File: config.mk
export PLATFORM = sky130hd
export DESIGN_NAME = hazard_control_flat
export DESIGN_NICKNAME = d
export VERILOG_FILES = /design/src/rtl/hazard_control_if.sv /design/src/rtl/hazard_control.sv /design/src/flat_wrapper.sv
export SDC_FILE = /design/constraint.sdc
export NUM_CORES = 1
export LEC_CHECK = 0
export BUFFER_PORTS_ARGS = -buffer_cell sky130_fd_sc_hd__buf_4
export CORE_ASPECT_RATIO = 1.4
export CORE_MARGIN = 4
export CORE_UTILIZATION = 50
export CTS_CLUSTER_SIZE = 28
export DETAILED_ROUTE_END_ITERATION = 7
export PLACE_DENSITY = 0.87
export SLEW_MARGIN = 20
export SYNTH_ARGS = -nofsm -noshare
export SYNTH_HDL_FRONTEND = slang
export SYNTH_SLANG_ARGS = --single-unit
File: constraint.sdc
create_clock -name clk -period 2.7 [get_ports clk]
set_input_delay 0 -clock clk [delete_from_list [all_inputs] [get_ports clk]]
set_output_delay 0 -clock clk [all_outputs]
set_load 0.02 [all_outputs]
File: src/rtl/hazard_control_if.sv
// Decode-side hazard interface: the decode stage drives operand/destination info,
// the hazard controller returns stall/squash and the stall-cycle counter.
interface hazard_control_if #(
  parameter int CNT_W = 16
);
  logic [4:0]       a0;
  logic [4:0]       a1;
  logic             use_a0;
  logic             use_a1;
  logic [4:0]       a2_hazard;
  logic             dst_wr_en;
  logic             jmp_taken;
  logic             stall;
  logic             squash;
  logic [CNT_W-1:0] stall_count;

  modport master (
    output a0, a1, use_a0, use_a1, a2_hazard, dst_wr_en, jmp_taken,
    input  stall, squash, stall_count
  );

  modport slave (
    input  a0, a1, use_a0, use_a1, a2_hazard, dst_wr_en, jmp_taken,
    output stall, squash, stall_count
  );
endinterface

File: src/rtl/hazard_control.sv
// Pipeline hazard/flush controller: shift-register scoreboard of in-flight
// destinations, data-hazard stall, and two-slot squash after a taken jump.
module hazard_control #(
  parameter int DEPTH = 3,
  parameter int CNT_W = 16
) (
  input  logic             clk,
  input  logic             rst,
  hazard_control_if.slave  bus
);

  logic [DEPTH-1:0] r_sb_vld;
  logic [4:0]       r_sb_reg [DEPTH];
  logic             r_flush_pending;
  logic [CNT_W-1:0] r_stall_cnt;

  logic             w_match0;
  logic             w_match1;
  logic             w_hazard;
  logic             w_squash;
  logic             w_stall;
  logic             w_insert;

  // Source-operand match against every valid in-flight destination, including writeback slot.
  always_comb begin
    w_match0 = 1'b0;
    w_match1 = 1'b0;
    for (int i = 0; i < DEPTH; i++) begin
      if (r_sb_vld[i] && (r_sb_reg[i] == bus.a0)) begin
        w_match0 = 1'b1;
      end else begin
        w_match0 = w_match0;
      end
      if (r_sb_vld[i] && (r_sb_reg[i] == bus.a1)) begin
        w_match1 = 1'b1;
      end else begin
        w_match1 = w_match1;
      end
    end
    w_match0 = w_match0 & bus.use_a0 & (bus.a0 != 5'd0);
    w_match1 = w_match1 & bus.use_a1 & (bus.a1 != 5'd0);
  end

  // Jump flush dominates the data stall; reset forces both controls low.
  always_comb begin
    w_hazard = w_match0 | w_match1;
    if (!rst) begin
      w_squash = 1'b0;
      w_stall  = 1'b0;
    end else begin
      w_squash = bus.jmp_taken | r_flush_pending | w_hazard;
      w_stall  = w_hazard & ~bus.jmp_taken & ~r_flush_pending;
    end
    w_insert = bus.dst_wr_en & ~w_squash & (bus.a2_hazard != 5'd0);
  end

  assign bus.stall       = w_stall;
  assign bus.squash      = w_squash;
  assign bus.stall_count = r_stall_cnt;

  // Scoreboard shifts every cycle so the back end keeps draining during a stall.
  always_ff @(posedge clk or negedge rst) begin
    if (!rst) begin
      r_sb_vld <= {DEPTH{1'b0}};
      for (int i = 0; i < DEPTH; i++) begin
        r_sb_reg[i] <= 5'd0;
      end
    end else begin
      r_sb_vld[0] <= w_insert;
      r_sb_reg[0] <= bus.a2_hazard;
      for (int i = 1; i < DEPTH; i++) begin
        r_sb_vld[i] <= r_sb_vld[i-1];
        r_sb_reg[i] <= r_sb_reg[i-1];
      end
    end
  end

  // Flush-pending flag covers the instruction fetched right after the jump cycle.
  always_ff @(posedge clk or negedge rst) begin
    if (!rst) begin
      r_flush_pending <= 1'b0;
    end else begin
      r_flush_pending <= bus.jmp_taken;
    end
  end

  // Saturating count of data-hazard stall cycles.
  always_ff @(posedge clk or negedge rst) begin
    if (!rst) begin
      r_stall_cnt <= {CNT_W{1'b0}};
    end else if (w_stall && (r_stall_cnt != {CNT_W{1'b1}})) begin
      r_stall_cnt <= r_stall_cnt + {{(CNT_W-1){1'b0}}, 1'b1};
    end else begin
      r_stall_cnt <= r_stall_cnt;
    end
  end

endmodule

File: src/flat_wrapper.sv
// flat-port wrapper written by rule: the top's interface ports become plain ports
module hazard_control_flat 
#(
  parameter int DEPTH = 3,
  parameter int CNT_W = 16
)
  (clk, rst, bus_a0, bus_a1, bus_use_a0, bus_use_a1, bus_a2_hazard, bus_dst_wr_en, bus_jmp_taken, bus_stall, bus_squash, bus_stall_count);
  hazard_control_if #(.CNT_W(CNT_W)) bus_i ();
  input  logic clk;
  input  logic rst;
  input wire logic [$bits(bus_i.a0)-1:0] bus_a0;
  input wire logic [$bits(bus_i.a1)-1:0] bus_a1;
  input wire logic [$bits(bus_i.use_a0)-1:0] bus_use_a0;
  input wire logic [$bits(bus_i.use_a1)-1:0] bus_use_a1;
  input wire logic [$bits(bus_i.a2_hazard)-1:0] bus_a2_hazard;
  input wire logic [$bits(bus_i.dst_wr_en)-1:0] bus_dst_wr_en;
  input wire logic [$bits(bus_i.jmp_taken)-1:0] bus_jmp_taken;
  output wire logic [$bits(bus_i.stall)-1:0] bus_stall;
  output wire logic [$bits(bus_i.squash)-1:0] bus_squash;
  output wire logic [$bits(bus_i.stall_count)-1:0] bus_stall_count;
  assign bus_i.a0 = bus_a0;
  assign bus_i.a1 = bus_a1;
  assign bus_i.use_a0 = bus_use_a0;
  assign bus_i.use_a1 = bus_use_a1;
  assign bus_i.a2_hazard = bus_a2_hazard;
  assign bus_i.dst_wr_en = bus_dst_wr_en;
  assign bus_i.jmp_taken = bus_jmp_taken;
  assign bus_stall = bus_i.stall;
  assign bus_squash = bus_i.squash;
  assign bus_stall_count = bus_i.stall_count;
  hazard_control #(.DEPTH(DEPTH), .CNT_W(CNT_W)) u_core (.clk(clk), .rst(rst), .bus(bus_i));
endmodule
# [Yosys cells after proc, flatten, opt, wreduce, memory -nomap -nowiden]
# Cells that the tools add are included.
[word_totals] regBits=35 latch_bits=0 ramBits=0 rom_bits=0 elab_cells=46 mem_count=0
[classes] add_sub_neg=1 n_mul=0 n_div=0 n_lt_le_gt_ge=0 eq_ne=7 shift=0 muxes=8 bitwise_logic=14 reduce_logical=10
[op_table] op="equality test 5 bit" count=6
[op_table] op="adder 16 x 1 -> 16 bit (second input constant)" count=1
[op_table] op="inequality test 16 bit (second input constant)" count=1
[op_table] op="nonzero test 5 bit" count=3
[op_table] op="bitwise AND 1 bit" count=8
[op_table] op="two-way mux 1 bit" count=8
[op_table] op="logical AND 1 bit" count=7
[op_table] op="inverter 1 bit" count=3
[op_table] op="OR 1 bit" count=3

# [Longest topological paths before layout]
# Gate-level depths: netlist (run 1).
[depth] ltp_word=13 mapped_depth=9 depth_no_buf=8

# [Worst setup path before layout (run 1)]
# No wires, ideal clock.
[synth_timing] path_type="reg-to-reg" startpoint="register u_core.r_stall_cnt[0], in the netlist u_core.bus.stall_count[0]" endpoint="register u_core.r_stall_cnt[1], in the netlist u_core.bus.stall_count[1]" arrival_ns=1.927 required_ns=2.572 setup_slack_ns=0.646 path_stages_with_launch=9 cell_sequence="dfrtp_1 -> ha_1 -> and3_1 -> nand3_1 -> nor3_1 -> nor2_1 -> o21ai_1 -> buf_4 -> mux2_1"
[synth_between] elab_chain_cells=2
[synth_rtl] element="from (decl)" line_no="hazard_control.sv:15" rtl="logic [CNT_W-1:0] r_stall_cnt;"
[synth_rtl] element="from (signal assigned)" line_no="hazard_control.sv:90" rtl="r_stall_cnt <= {CNT_W{1'b0}};"
[synth_rtl] element="from (signal assigned)" line_no="hazard_control.sv:92" rtl="r_stall_cnt <= r_stall_cnt + {{(CNT_W-1){1'b0}}, 1'b1};"
[synth_rtl] element="from (signal assigned)" line_no="hazard_control.sv:94" rtl="r_stall_cnt <= r_stall_cnt;"
[synth_rtl] element="parallel branches: the longest is 2 deep, another holds adder 16 x 1 -> 16 bit"
# Several ways; the timed one is not identified.
# A chain may end at the register's enable or synchronous reset.

# [Final worst setup path (run 1)]
[layout_timing] startpoint="register u_core.r_stall_cnt[0], in the netlist u_core.bus.stall_count[0]" endpoint="register u_core.r_stall_cnt[10], in the netlist u_core.bus.stall_count[10]"
# The elaborated chain is that of the path after synthesis.

==> flow_metrics.tcl, run 1 <==
set metrics [dict create \
    clock_latency_ps 290 \
    setup_tns_ps 0 \
    cp-end-kind "flop" \
    die_area_um2 4310 \
    final_cell_mix "buf_4, dfrtp_1, xor2_1" \
    critical_path_class "reg2reg" \
    synth-seq-cells 35 \
    cts_made_buffers 5 \
    drt_iter0_drc 35 \
    fin_crit_sh_pct 83.8 \
    cts_setup_buffers 0 \
    relSlewSlack_pct 54.1 \
    synth_top_family_by_area "XOR/XNOR gates" \
    hold_buffers 8 \
    clock-sinks 35 \
    grt_first_pass_wirelength_um 6350 \
    worst-slew-pin-transition_ps 689 \
    ys_seq_area_share_pct 52.8 \
    synth_xor_area_share_pct 23.2 \
    hpwl_um 2770 \
    required_ps 2910 \
    synth_warnings 0 \
    area_growth_pct 30.9 \
    fmax_ghz 0.442 \
    p_leak_nw 1.02 \
    die_x_um 56.7 \
    synthCells 145 \
    clockRootBuffer "clkbuf_8" \
    startpoint "u_core.bus.stall_count[0]" \
    vias_per_cell 5.33 \
    io_buffer_count 38 \
    skew_ps 9.53 \
    htreeDepth 2 \
    syn_nets 167 \
    slowest_stage "dfrtp_1" \
    synth_top_cell_by_area "dfrtp_1" \
    antenna_left 0 \
    die_h_um 76.1 \
    layout_commonest_cell "buf_4" \
    diodes 0 \
    track_usage_pct 19.3 \
    drive_gt1_share_pct 26.8 \
    io_pins 39 \
    finalCriticalPeriod_ps 2260 \
    synth-edff-count 0 \
    irDropWorstVdd_v 0.000492 \
    clk_pin_slew_ps 70 \
    async_reset_ff_share_pct 100 \
    startpoint_type "flop" \
    synth_compound_area_share_pct 3.32 \
    vias 1263 \
    drc_errors 0 \
    antenna_found_initial 0 \
    netlist-cell-type-count 26 \
    fillCellCount 237 \
    gp_congestion 0.840 \
    cp_slowest_stage_delay_ps 420 \
    cts_tree "done" \
    finalPower_mw 1.11 \
    setup_viol 0 \
    wl_um 3810 \
    drv_slew 0 \
    timing.rr.end "u_core.bus.stall_count[10]" \
    rsz0062_at_grt "false" \
    powerDensity_nw_per_um2 509 \
    crit_arrival_ps 2470 \
    ys.flop_type "dfrtp_1" \
    grt.overflow.total 0 \
    yosys.area_share.simple_pct 17.7 \
    synthMuxAreaShare_pct 0.679 \
    grt_pass1_vias 1438 \
    reg2regPathDepth 8 \
    wl_per_cell_um 16.1 \
    ctsResizeCount 0 \
    yosys.area_share.adder_pct 0.755 \
    nNetsFinal 219 \
    report.final.hold_viol_count 0 \
    dpl_cell_area_um2 1990 \
    setup_ws_ps 437 \
    cts_buffer_depth 2 \
    synth.top_cell.area_share_pct 52.8 \
    start_util_pct 52.6 \
    rrSetupSlack_ps 440 \
    reg2reg_from "u_core.bus.stall_count[0]" \
    status "complete, no violations" \
    largest_reg_flops 16 \
    synth_area_leaders "dfrtp_1, xor2_1, xnor2_1, nand3_1, nor3_2" \
    path_max_fanout 13 \
    min_path_type "in2async" \
    cp_cell_sequence "ha_1 > and3_1 > nand3_1 > nor3_1 > nor2_1 > o21ai_2 > nor4_1 > xor2_1" \
    drv_cap 0 \
    syn_avg_cell_area_um2 11.4 \
    core_area_um2 3150 \
    drt_first_pass_iters 4 \
    pre_cts_slack_ps 306 \
    final_cell_area_um2 2170 \
    synth_area_um2 1660 \
    rows 24 \
    grt_max_degree 37 \
]
[power breakdown]
part / internal [mW] / total, mW / switching [mW]
sequential: 0.544 / 0.564 / 0.0199
combinational: 0.0638 / 0.127 / 0.0631
clock: 0.233 / 0.415 / 0.182
[metrics by stage]
step | hold WS [ps] | std cells | util [%]
2_1_floorplan | -296 | 145 | -
3_3_place_gp | 74.6 | 221 | 63.0
3_5_place_dp | 78.2 | 221 | 63.0
4_1_cts | 315 | 237 | 68.7
5_1_grt | 361 | 237 | 68.8
6_report | 303 | 237 | 68.8
[area by class of cell]
class	instances	area (µm²)	area share (%)
sequential	35	876	40.3
multi-input combinational	105	762	35.1
timing repair buffer	47	373	17.2
clock buffer	8	100	4.61
tap	39	48.8	2.25
inverter	3	11.3	0.519
[worst max path at each step]
| stage | endpoint | depth (start not counted) |
|---|---|---|
| after floorplan | u_core.bus.stall_count[1] | 8 |
| after global placement | u_core.bus.stall_count[1] | 7 |
| after detailed placement | u_core.bus.stall_count[10] | 8 |
| after CTS | u_core.bus.stall_count[10] | 8 |
| after global routing | u_core.bus.stall_count[15] | 8 |
| final | u_core.bus.stall_count[10] | 8 |
[cell usage after synthesis, types with 2 or more instances]
cell	count
or4_1	3
inv_1	3
xor2_1	33
dfrtp_1	35
and3_1	2
nand3_1	12
nor2_1	6
nor3_1	2
nor4_1	9
o21ai_1	3
nand2_1	6
xnor2_1	11
nor3_2	6
a31oi_1	2
[worst max-delay path: cells and delay by family, from the launching register on]
family	cells	cell delay, ps
compound gates	1	270
flops	1	420
fa+ha+maj	1	220
simple gates	5	1090
xor+xnor	1	190
[per-layer routing]
layer	routed length, µm	vias to the layer above	GRT usage (%)
met5	0	-	0
met3	172	13	5.76
met1	1420	604	20.1
met4	117	0	11.4
li1	-	611	-
met2	2100	35	33.2
[kinds of logic (layout without fill, tap and decap cells)]
logic type	Yosys count	in the layout
and+or+nand+nor	50	50
xor gates and xnor gates	44	44
DFF	35	35
AOI/OAI and AO/OA	9	9
buffers and inverters	5	58
adders and majority gates	1	1
muxes	1	1
No activity file was read; power rests on OpenSTA's default activity.
==> run 2, diff against run 1 <==
- clock period: 2.7 -> 2.3 ns (I/O delays scaled with it)
==> run 2 against run 1 <==
Net effect:
- critical endpoint is now bus_stall
- global-route usage is 0.20 points higher
- clock-buffer cell count stayed put
- core utilization is 0.83 points higher
- via count is 3.5% higher
==> flow_metrics.tcl, run 2 (synthesized netlist as in run 1, its figures left out) <==
set metrics [dict create \
    status "complete, no violations" \
    drt_iter0_drc 22 \
    p_leak_nw 1.03 \
    setup_viol 0 \
    vias 1307 \
    timing.rr.end "u_core.bus.stall_count[14]" \
    path_max_fanout 6 \
    cts_buffer_depth 2 \
    drt_first_pass_iters 4 \
    cp-end-kind "output pin" \
    finalPower_mw 1.30 \
    io_buffer_count 38 \
    drc_errors 0 \
    final_cell_mix "buf_4, dfrtp_1, xor2_1" \
    clockRootBuffer "clkbuf_8" \
    min_path_type "in2async" \
    finalCriticalPeriod_ps 2130 \
    startpoint_type "flop" \
    antenna_left 0 \
    worst-slew-pin-transition_ps 433 \
    required_ps 2300 \
    clock_latency_ps 280 \
    reg2reg_from "u_core.r_sb_reg[8]" \
    powerDensity_nw_per_um2 590 \
    fmax_ghz 0.469 \
    fin_crit_sh_pct 92.7 \
    crit_arrival_ps 2130 \
    rrSetupSlack_ps 170 \
    largest_reg_flops 16 \
    drive_gt1_share_pct 28.5 \
    wl_per_cell_um 16.1 \
    wl_um 3860 \
    cts_tree "done" \
    critical_path_class "reg2out" \
    rsz0062_at_grt "false" \
    nNetsFinal 221 \
    core_area_um2 3150 \
    reg2regPathDepth 8 \
    hpwl_um 2860 \
    diodes 0 \
    antenna_found_initial 0 \
    report.final.hold_viol_count 0 \
    drv_cap 0 \
    drv_slew 0 \
    grt_max_degree 37 \
    grt_pass1_vias 1398 \
    gp_congestion 0.890 \
    relSlewSlack_pct 71.1 \
    io_pins 39 \
    track_usage_pct 19.5 \
    vias_per_cell 5.47 \
    die_h_um 76.1 \
    clock-sinks 35 \
    clk_pin_slew_ps 70 \
    die_x_um 56.7 \
    area_growth_pct 32.5 \
    cts_setup_buffers 0 \
    die_area_um2 4310 \
    skew_ps 3.79 \
    htreeDepth 2 \
    irDropWorstVdd_v 0.000599 \
    grt.overflow.total 0 \
    start_util_pct 52.6 \
    layout_commonest_cell "buf_4" \
    setup_tns_ps 0 \
    rows 24 \
    grt_first_pass_wirelength_um 6460 \
    cts_made_buffers 5 \
]
## run 2: cell types whose count changed in the layout (fill, tap and decap cells not counted), sizes merged
cell,previous run,this run
buf,39,41
## run 2: stage by stage
stage | instance area, µm² | util (%) | instances | hold WS, ps | worst slack (ps)
3_5_place_dp | 2000 | 63.5 | 223 | 82.7 | 233
5_1_grt | 2200 | 69.7 | 239 | 371 | 14.0
3_3_place_gp | 2000 | 63.5 | 223 | 71.2 | 304
4_1_cts | 2180 | 69.2 | 239 | 326 | 151
6_report | 2200 | 69.7 | 239 | 305 | 167
2_1_floorplan | 1660 | - | 145 | -296 | 246
## run 2: cell type report
class | instances | area, µm²
flip-flops and latches | 35 | 876
multi-input cells | 105 | 773
repair buffers | 49 | 388
clock buffers | 8 | 100
well taps | 39 | 48.8
fillers | 228 | 956
inverters | 3 | 11.3
## run 2: repair_timing
action	4_1_cts	5_1_grt
setup endpoints to repair	0	2
endpoints found under the hold margin	42	0
hold buffers	8	0
resized for setup	0	3
## run 2: worst max-delay path, cell delays in order, from the launching register on
cell and delay [ps]:
dfrtp_1 430, xor2_1 180, nor4_1 340, nand3_1 120
a31oi_1 230, or2_4 190, nor2b_1 180, buf_4 170
## run 2: where the power goes
group | switching (mW) | leakage, nW | internal [mW]
clock network | 0.211 | 0.0515 | 0.273
registers | 0.0247 | 0.432 | 0.639
logic | 0.0735 | 0.543 | 0.0753
total | 0.309 | 1.03 | 0.987
## run 2: worst max-delay path by stage
stage	startpoint	end	slack, ps	depth (start not counted)
4_1_cts	u_core.r_sb_reg[14]	bus_stall	150	7
5_1_grt	u_core.r_sb_reg[14]	u_core.bus.stall_count[14]	10	8
3_5_place_dp	u_core.r_sb_reg[14]	u_core.bus.stall_count[15]	230	8
6_report	u_core.r_sb_reg[8]	bus_stall	170	7
3_3_place_gp	u_core.r_sb_reg[8]	u_core.bus.stall_count[15]	300	8
2_1_floorplan	u_core.bus.stall_count[0]	u_core.bus.stall_count[1]	250	8
## run 2: metal layers
metal | wire (µm) | global-route usage, % | share of wire, %
met1 | 1460 | 21.1 | 38
met4 | 146 | 10.7 | 3.8
met2 | 2100 | 33.7 | 55
met5 | 0 | 0 | 0
met3 | 153 | 4.92 | 4.0
